==> src/rtl/maxnet_scheduler_if.sv <==
// Requester/datapath bundle for maxnet_scheduler.
// master: the scheduler side; slave: the requesters, the status source and the datapath.
interface maxnet_scheduler_if #(
  parameter int unsigned ITER_W = 4
) ();
  logic              req0;
  logic              req1;
  logic [19:0]       data0;
  logic [19:0]       data1;
  logic              s;
  logic              gnt0;
  logic              gnt1;
  logic [4:0]        x1;
  logic [4:0]        x2;
  logic [4:0]        x3;
  logic [4:0]        x4;
  logic              input_en;
  logic              load_in;
  logic              sel_old_or_new;
  logic              mul_en;
  logic              sum_en;
  logic              done;
  logic              done_id;
  logic              busy;
  logic              timeout;
  logic [ITER_W-1:0] iter_cnt;

  modport master (
    input  req0, req1, data0, data1, s,
    output gnt0, gnt1, x1, x2, x3, x4,
    output input_en, load_in, sel_old_or_new, mul_en, sum_en,
    output done, done_id, busy, timeout, iter_cnt
  );

  modport slave (
    output req0, req1, data0, data1, s,
    input  gnt0, gnt1, x1, x2, x3, x4,
    input  input_en, load_in, sel_old_or_new, mul_en, sum_en,
    input  done, done_id, busy, timeout, iter_cnt
  );
endinterface

==> src/rtl/maxnet_scheduler.sv <==
// Round-robin two-requester MAXNET job scheduler (LOAD, then MUL/SUM/UPDATE/CHECK per iteration, then FIN).
// Define MAXNET_SCHED_TIMEOUT_EN to end a job with timeout=1 once iter_cnt reaches MAX_ITER.
module maxnet_scheduler #(
  parameter int unsigned MAX_ITER = 15,
  parameter int unsigned ITER_W   = 4
) (
  input logic          clk,
  input logic          rst,
  maxnet_scheduler_if.master bus
);

`ifdef MAXNET_SCHED_TIMEOUT_EN
  localparam bit TIMEOUT_EN = 1'b1;
`else
  localparam bit TIMEOUT_EN = 1'b0;
`endif

  typedef enum logic [2:0] {IDLE, LOAD, MUL, SUM, UPDATE, CHECK, FIN} state_t;

  typedef struct packed {
    logic gnt0;
    logic gnt1;
    logic input_en;
    logic load_in;
    logic sel_old_or_new;
    logic mul_en;
    logic sum_en;
    logic done;
    logic done_id;
    logic busy;
    logic timeout;
  } ctl_t;

  state_t            state, state_d;
  logic              owner, owner_d;
  logic              last, last_d;
  logic [ITER_W-1:0] iter, iter_d;
  ctl_t              ctl, ctl_d;
  logic              hit_limit;
  logic              to_d;
  logic [19:0]       sel_data;

  // Constant-folds to 0 when the iteration limit is not built in.
  assign hit_limit = TIMEOUT_EN && (iter == ITER_W'(MAX_ITER));

  always_ff @(posedge clk) begin
    if (rst) begin
      state <= IDLE;
      owner <= 1'b0;
      last  <= 1'b1;
      iter  <= '0;
      ctl   <= '0;
    end else begin
      state <= state_d;
      owner <= owner_d;
      last  <= last_d;
      iter  <= iter_d;
      ctl   <= ctl_d;
    end
  end

  // Next state plus outputs decoded from the next state, so the output flops track the state register.
  always_comb begin
    state_d = state;
    owner_d = owner;
    last_d  = last;
    iter_d  = iter;
    to_d    = 1'b0;
    ctl_d   = '0;

    unique case (state)
      IDLE: begin
        if (bus.req0 || bus.req1) begin
          state_d = LOAD;
          owner_d = (bus.req0 && bus.req1) ? ~last : bus.req1;
          iter_d  = '0;
        end
      end
      LOAD:   state_d = MUL;
      MUL:    state_d = SUM;
      SUM:    state_d = UPDATE;
      UPDATE: begin
        state_d = CHECK;
        iter_d  = iter + ITER_W'(1);
      end
      CHECK: begin
        if (bus.s) begin
          state_d = FIN;
        end else if (hit_limit) begin
          state_d = FIN;
          to_d    = 1'b1;
        end else begin
          state_d = MUL;
        end
      end
      FIN: begin
        state_d = IDLE;
        last_d  = owner;
      end
      default: state_d = IDLE;
    endcase

    unique case (state_d)
      LOAD: begin
        ctl_d.input_en = 1'b1;
        ctl_d.load_in  = 1'b1;
      end
      MUL: begin
        ctl_d.mul_en         = 1'b1;
        ctl_d.sel_old_or_new = 1'b1;
      end
      SUM: begin
        ctl_d.sum_en         = 1'b1;
        ctl_d.sel_old_or_new = 1'b1;
      end
      UPDATE: begin
        ctl_d.load_in        = 1'b1;
        ctl_d.sel_old_or_new = 1'b1;
      end
      FIN: begin
        ctl_d.done    = 1'b1;
        ctl_d.done_id = owner_d;
        ctl_d.timeout = to_d;
      end
      default: ;
    endcase

    ctl_d.busy = (state_d != IDLE);
    ctl_d.gnt0 = ctl_d.busy && !owner_d;
    ctl_d.gnt1 = ctl_d.busy && owner_d;
  end

  // Datapath operands come straight from the granted requester.
  assign sel_data = ctl.gnt0 ? bus.data0 : (ctl.gnt1 ? bus.data1 : 20'd0);

  assign bus.x1             = sel_data[4:0];
  assign bus.x2             = sel_data[9:5];
  assign bus.x3             = sel_data[14:10];
  assign bus.x4             = sel_data[19:15];
  assign bus.gnt0           = ctl.gnt0;
  assign bus.gnt1           = ctl.gnt1;
  assign bus.input_en       = ctl.input_en;
  assign bus.load_in        = ctl.load_in;
  assign bus.sel_old_or_new = ctl.sel_old_or_new;
  assign bus.mul_en         = ctl.mul_en;
  assign bus.sum_en         = ctl.sum_en;
  assign bus.done           = ctl.done;
  assign bus.done_id        = ctl.done_id;
  assign bus.busy           = ctl.busy;
  assign bus.timeout        = ctl.timeout;
  assign bus.iter_cnt       = iter;

endmodule

==> src/flat_wrapper.sv <==
// flat-port wrapper written by rule: the top's interface ports become plain ports
module maxnet_scheduler_flat 
#(
  parameter int unsigned MAX_ITER = 15,
  parameter int unsigned ITER_W   = 4
)
  (clk, rst, bus_req0, bus_req1, bus_data0, bus_data1, bus_s, bus_gnt0, bus_gnt1, bus_x1, bus_x2, bus_x3, bus_x4, bus_input_en, bus_load_in, bus_sel_old_or_new, bus_mul_en, bus_sum_en, bus_done, bus_done_id, bus_busy, bus_timeout, bus_iter_cnt);
  maxnet_scheduler_if #(.ITER_W(ITER_W)) bus_i ();
  input logic clk;
  input logic rst;
  input wire logic [$bits(bus_i.req0)-1:0] bus_req0;
  input wire logic [$bits(bus_i.req1)-1:0] bus_req1;
  input wire logic [$bits(bus_i.data0)-1:0] bus_data0;
  input wire logic [$bits(bus_i.data1)-1:0] bus_data1;
  input wire logic [$bits(bus_i.s)-1:0] bus_s;
  output wire logic [$bits(bus_i.gnt0)-1:0] bus_gnt0;
  output wire logic [$bits(bus_i.gnt1)-1:0] bus_gnt1;
  output wire logic [$bits(bus_i.x1)-1:0] bus_x1;
  output wire logic [$bits(bus_i.x2)-1:0] bus_x2;
  output wire logic [$bits(bus_i.x3)-1:0] bus_x3;
  output wire logic [$bits(bus_i.x4)-1:0] bus_x4;
  output wire logic [$bits(bus_i.input_en)-1:0] bus_input_en;
  output wire logic [$bits(bus_i.load_in)-1:0] bus_load_in;
  output wire logic [$bits(bus_i.sel_old_or_new)-1:0] bus_sel_old_or_new;
  output wire logic [$bits(bus_i.mul_en)-1:0] bus_mul_en;
  output wire logic [$bits(bus_i.sum_en)-1:0] bus_sum_en;
  output wire logic [$bits(bus_i.done)-1:0] bus_done;
  output wire logic [$bits(bus_i.done_id)-1:0] bus_done_id;
  output wire logic [$bits(bus_i.busy)-1:0] bus_busy;
  output wire logic [$bits(bus_i.timeout)-1:0] bus_timeout;
  output wire logic [$bits(bus_i.iter_cnt)-1:0] bus_iter_cnt;
  assign bus_i.req0 = bus_req0;
  assign bus_i.req1 = bus_req1;
  assign bus_i.data0 = bus_data0;
  assign bus_i.data1 = bus_data1;
  assign bus_i.s = bus_s;
  assign bus_gnt0 = bus_i.gnt0;
  assign bus_gnt1 = bus_i.gnt1;
  assign bus_x1 = bus_i.x1;
  assign bus_x2 = bus_i.x2;
  assign bus_x3 = bus_i.x3;
  assign bus_x4 = bus_i.x4;
  assign bus_input_en = bus_i.input_en;
  assign bus_load_in = bus_i.load_in;
  assign bus_sel_old_or_new = bus_i.sel_old_or_new;
  assign bus_mul_en = bus_i.mul_en;
  assign bus_sum_en = bus_i.sum_en;
  assign bus_done = bus_i.done;
  assign bus_done_id = bus_i.done_id;
  assign bus_busy = bus_i.busy;
  assign bus_timeout = bus_i.timeout;
  assign bus_iter_cnt = bus_i.iter_cnt;
  maxnet_scheduler #(.MAX_ITER(MAX_ITER), .ITER_W(ITER_W)) u_core (.clk(clk), .rst(rst), .bus(bus_i));
endmodule
==> config.mk <==
export PLATFORM = sky130hd
export DESIGN_NAME = maxnet_scheduler_flat
export DESIGN_NICKNAME = d
export VERILOG_FILES = /design/src/rtl/maxnet_scheduler_if.sv /design/src/rtl/maxnet_scheduler.sv /design/src/flat_wrapper.sv
export SDC_FILE = /design/constraint.sdc
export NUM_CORES = 1
export LEC_CHECK = 0
export ABC_AREA = 1
export ABC_CLOCK_PERIOD_IN_PS = 2100
export CORE_MARGIN = 1.5
export CORE_UTILIZATION = 35
export DETAILED_ROUTE_END_ITERATION = 8
export PLACE_DENSITY = 0.91
export SLEW_MARGIN = 15
export SYNTH_ARGS = -nofsm -noshare
export SYNTH_HDL_FRONTEND = slang
export SYNTH_SLANG_ARGS = --single-unit
==> constraint.sdc <==
create_clock -name clk -period 2.1 [get_ports clk]
set_input_delay 0.42 -clock clk [delete_from_list [all_inputs] [get_ports clk]]
set_output_delay 0.42 -clock clk [all_outputs]
set_load 0.02 [all_outputs]
# Word-level counts from Yosys, hierarchy flattened
# Cells that the tools add are included.
[word_totals]
word_cells = 57
in_bits = 45
register_bits = 19
out_inout_bits = 35
[classes]
n_mux = 16
n_bitwise = 2
reduce_logical = 12
n_eq_ne = 12
add_sub_neg = 1
[ops]
columns = ["operator", "n"]
rows = [
  ["2-to-1 mux 20 bit", 2],
  ["one-hot mux 3 bit (6 select lines)", 1],
  ["equality test 3 bit (second input constant)", 5],
  ["equality test 3 x 2 -> 1 bit (second input constant)", 4],
  ["2-to-1 mux 1 bit", 8],
  ["one-hot mux 4 bit (2 select lines)", 1],
  ["equality test 3 x 1 -> 1 bit (second input constant)", 2],
  ["2-to-1 mux 3 bit", 2],
  ["adder 4 x 1 -> 4 bit (second input constant)", 1],
  ["2-to-1 mux 4 bit", 1],
  ["OR reduction 2 bit", 2],
  ["logical AND 1 bit", 3],
  ["zero test 3 bit", 1],
  ["nonzero test 3 bit", 1],
  ["OR reduction 3 bit", 1],
  ["2-to-1 mux 2 bit", 1],
  ["inequality test 2 x 1 -> 1 bit (second input constant)", 1],
  ["NOT 1 bit", 2],
  ["AND reduction 2 bit", 1],
  ["nonzero test 2 bit", 1],
  ["zero test 1 bit", 1],
  ["logical OR 1 bit", 1],
]

# Logic depth before layout (Yosys ltp)
[depth]
word_depth = 6
ltp_mapped = 8
depth_no_buf = 8

# Least setup slack after synthesis
# OpenSTA, ideal clock, no wires.
[synth_timing]
path_kind = "reg2out"
from = "register u_core.ctl, in the netlist u_core.bus.gnt1"
to = "output bus_x2[2]"
n_path_buf = 1
t_required_ns = 1.680
path_slack_ns = 0.674
path_stages_with_launch = 4
arrival_time_ns = 1.006
path_cell_list = "dfxtp_1 clkbuf_1 nand3_1 nand2_1"
[synth_between]
elab_chain_cells = 2
[synth_rtl]
columns = ["item", "line", "rtl"]
rows = [
  ["from (decl)", "maxnet_scheduler.sv:38", "ctl_t ctl, ctl_d;"],
  ["from (signal assigned)", "maxnet_scheduler.sv:58", "ctl <= ctl_d;"],
  ["2-to-1 mux 20 bit (2 in series)", "maxnet_scheduler.sv:134", "assign sel_data = ctl.gnt0 ? bus.data0 : (ctl.gnt1 ? bus.data1 : 20'd0);"],
  ["to (decl)", "flat_wrapper.sv:19", "output wire logic [$bits(bus_i.x2)-1:0] bus_x2;"],
]
# Every way passes these cells.

# Final worst setup path
[layout_timing]
from = "input bus_data1[5]"
to = "output bus_x2[0]"
[layout_between]
elab_chain_cells = 2
[layout_rtl]
columns = ["item", "line", "rtl"]
rows = [
  ["from (decl)", "flat_wrapper.sv:14", "input wire logic [$bits(bus_i.data1)-1:0] bus_data1;"],
  ["2-to-1 mux 20 bit (2 in series)", "maxnet_scheduler.sv:134", ""],
]
# Every way passes these cells.

==> impl_metrics.yaml <==
clock_network:
  cts_root_buf: "clkbuf_4"
  cts_buffer_depth: 2
  clk_latency_ns: 0.30
  htreeDepth: 1
  ctsHoldBuffers: 0
  cts.sinks: 19
  cts_buffers: 3
  tritoncts: "yes"
  clk_pin_slew_ns: 0.12
run:
  drv_cap: 0
pwr:
  power_mw: 2.03
  seqPwrFrac_pct: 25.8
  ir_drop_v: 0.000864
  power_leakage_nw: 1.06
  comb_power_share_pct: 65.1
  power.internal_mw: 1.10
  swShare_pct: 45.6
  power.switching_uw: 923
  power_density_mw_per_mm2: 1060
  p_clk_share_pct: 9.0
grt:
  met1_usage_pct: 20.7
  grt.total_usage_pct: 19.3
  met3_usage_pct: 3.63
  busiest_layer: "met2"
  grt_pass1_wl_mm: 5.00
  grt_max_degree: 22
  grt_pass1_vias: 1170
  grt_overflow: 0
  antenna_found_initial: 0
  use_met2_pct: 35.5
sta:
  fin_crit_ns: 2.04
  holdWs_ns: 0.482
  fin_ws_ns: 0.0583
  maxSlewViolCount: 0
  hold_viol: 0
  fin_skew_ns: 0.0174
  period_share_pct: 97.2
  grt_setup_unrepaired: "false"
  fmax_mhz: 490
  setup_viol: 0
  final.setup.tns_ns: 0
synth:
  synthCells: 162
  seq_area_frac_synth_pct: 37.3
  muxShareOfSynthArea_pct: 0
  syn_area_mm2: 0.00102
  synth_xor_area_share_pct: 0.858
  synth-simple-area-share_pct: 44.4
  synthDistinctLibCells: 21
  synth-compound-area-share_pct: 6.62
  synthAdderAreaFrac_pct: 1.23
  synth_top_family_by_area: "simple AND/OR/NAND/NOR gates"
  syn_area_per_cell_um2: 6.30
  synth_fp_nets: 208
  ys_seq_elements: 19
  yosysWarnings: 0
critical_path:
  r2r_slack_ns: 0.82
  worst_r2r_path_depth: 7
  timing.rr.start: "u_core.state[0]$_SDFF_PP0_"
  crit_path_end_kind: "output port"
  worstSetupEndpoint: "bus_x2[0]"
  crit_path_start: "bus_data1[5]"
  required_ns: 1.68
  worstSetupStartpointType: "input port"
  worstReg2RegEnd: "u_core.bus.gnt1$_SDFF_PP0_"
  path_class: "in2out"
  arrival_ns: 1.62
  critical_path_peak_fanout: 1
worst_hold_path:
  hold_path.class: "reg2reg"
  hold-path-cell-count: 2
outcome:
  status: "finished, final reports clean"
place:
  place.port_buffers: 78
  hpwl_mm: 2.50
  gp_congestion: 0.752
  dpl_worst_slack_ns: 0.0432
die:
  die_width_um: 57.0
  start_util_pct: 37.0
  die-area_mm2: 0.00325
  io_pins: 80
  core.rowCount: 19
  core_area_mm2: 0.00276
  die_h_um: 57.0
detailed_routing:
  via_per_inst: 4.72
  drtAntennaViolNets: 0
  wirelength_mm: 3.15
  dr.pass1.iters: 4
  wl_per_cell_um: 11.6
  route.detailed.drc: 0
  vias: 1283
  drtIter0Drc: 55
finish:
  synthToLayoutAreaGrowth_pct: 87.0
  drive_gt1_share_pct: 7.47
  fin_nets: 288
  diodes: 0
  fin_util_pct: 69.2
  nFillCells: 227
[timing repair]
action / CTS / global route
setup buffers: 0 / 0
resized for setup: 1 / 15
setup endpoints to repair: 1 / 19
[cell usage after synthesis (all sizes together)]
master	number	share of area [%]
a21oi	6	4.0
a31oi	1	0.61
and3	1	0.61
buf	1	0.74
clkbuf	7	2.7
clkinv	1	0.37
conb	1	0.37
dfxtp	19	37
ha	1	1.2
inv	15	5.5
nand2	62	23
nand3	27	14
nor2	15	6.5
o21ai	4	2.0
xor2	1	0.86
[critical path: stages]
cell	delay (ns)
clkdlybuf4s50_1	0.48
nand3_1	0.08
nand2_1	0.06
clkdlybuf4s50_1	0.59
[metal layers]
layer | vias to the layer above | wire (um)
li1 | 662 | -
met3 | 6 | 304
met1 | 556 | 1270
met5 | - | 0
met4 | 0 | 85
met2 | 59 | 1480
[final cells by class]
| type | count | area, um^2 | share of cell area, % |
|---|---|---|---|
| timing repair buffer | 83 | 857 | 44.9 |
| clock buffer | 3 | 22.5 | 1.18 |
| multi-input combinational | 119 | 546 | 28.6 |
| inverter | 16 | 60.1 | 3.15 |
| tap | 31 | 38.8 | 2.03 |
| sequential | 19 | 380 | 19.9 |
| clock inverter | 1 | 5.00 | 0.262 |
[worst min-delay path by stage]
| stage | start | endpoint | slack, ns |
|---|---|---|---|
| final | u_core.owner$_SDFF_PP0_ | u_core.last$_SDFFE_PP1N_ | 0.48 |
| after global placement | u_core.last$_SDFFE_PP1N_ | u_core.last$_SDFFE_PP1N_ | 0.47 |
| after floorplan | u_core.last$_SDFFE_PP1N_ | u_core.last$_SDFFE_PP1N_ | 0.45 |
| after CTS | u_core.owner$_SDFF_PP0_ | u_core.last$_SDFFE_PP1N_ | 0.49 |
| after detailed placement | u_core.last$_SDFFE_PP1N_ | u_core.last$_SDFFE_PP1N_ | 0.48 |
| after global routing | u_core.last$_SDFFE_PP1N_ | u_core.last$_SDFFE_PP1N_ | 0.53 |
[power groups by stage]
stage	Clock (mW)	Sequential, mW	Combinational, mW
after global placement	0	0.528	1.31
after CTS	0.186	0.521	1.33
after detailed placement	0	0.529	1.34
after global routing	0.200	0.536	1.41
final	0.182	0.524	1.32
after floorplan	0	0.601	0.682
[sequential cells by signal, summed over array words and instances, names as in the netlist]
signal	flops
u_core.bus.iter_cnt	4
u_core.state	3
u_core.bus.busy	1
u_core.bus.done	1
u_core.bus.done_id	1
u_core.bus.gnt0	1
u_core.bus.gnt1	1
u_core.bus.input_en	1
u_core.bus.load_in	1
u_core.bus.mul_en	1
u_core.bus.sel_old_or_new	1
u_core.bus.sum_en	1
u_core.last	1
u_core.owner	1
[metrics by stage]
stage,instances,instance area [um^2]
after floorplan,162,1020
after global placement,268,1840
after detailed placement,268,1840
after CTS,272,1870
after global routing,272,1910
final,272,1910
[cells by family (layout without fill, tap and decap cells)]
family,after synthesis,in the layout
fa+ha+maj,1,1
compound gates,11,11
other cells,1,1
xor+xnor,1,1
buf+inv,24,103
flops,19,19
simple gates,105,105
[layout by cell type, fill, tap and decap left out, drive strengths merged, types with 2 or more instances in the layout]
| cell type | instances |
|---|---|
| dfxtp | 19 |
| buf | 5 |
| clkdlybuf4s50 | 64 |
| clkbuf | 3 |
| dlymetal6s2s | 13 |
| inv | 15 |
| o21ai | 4 |
| a21oi | 6 |
| nand2 | 62 |
| nand3 | 27 |
| clkinv | 2 |
| nor2 | 15 |
Power figures use the tool's default switching activity.
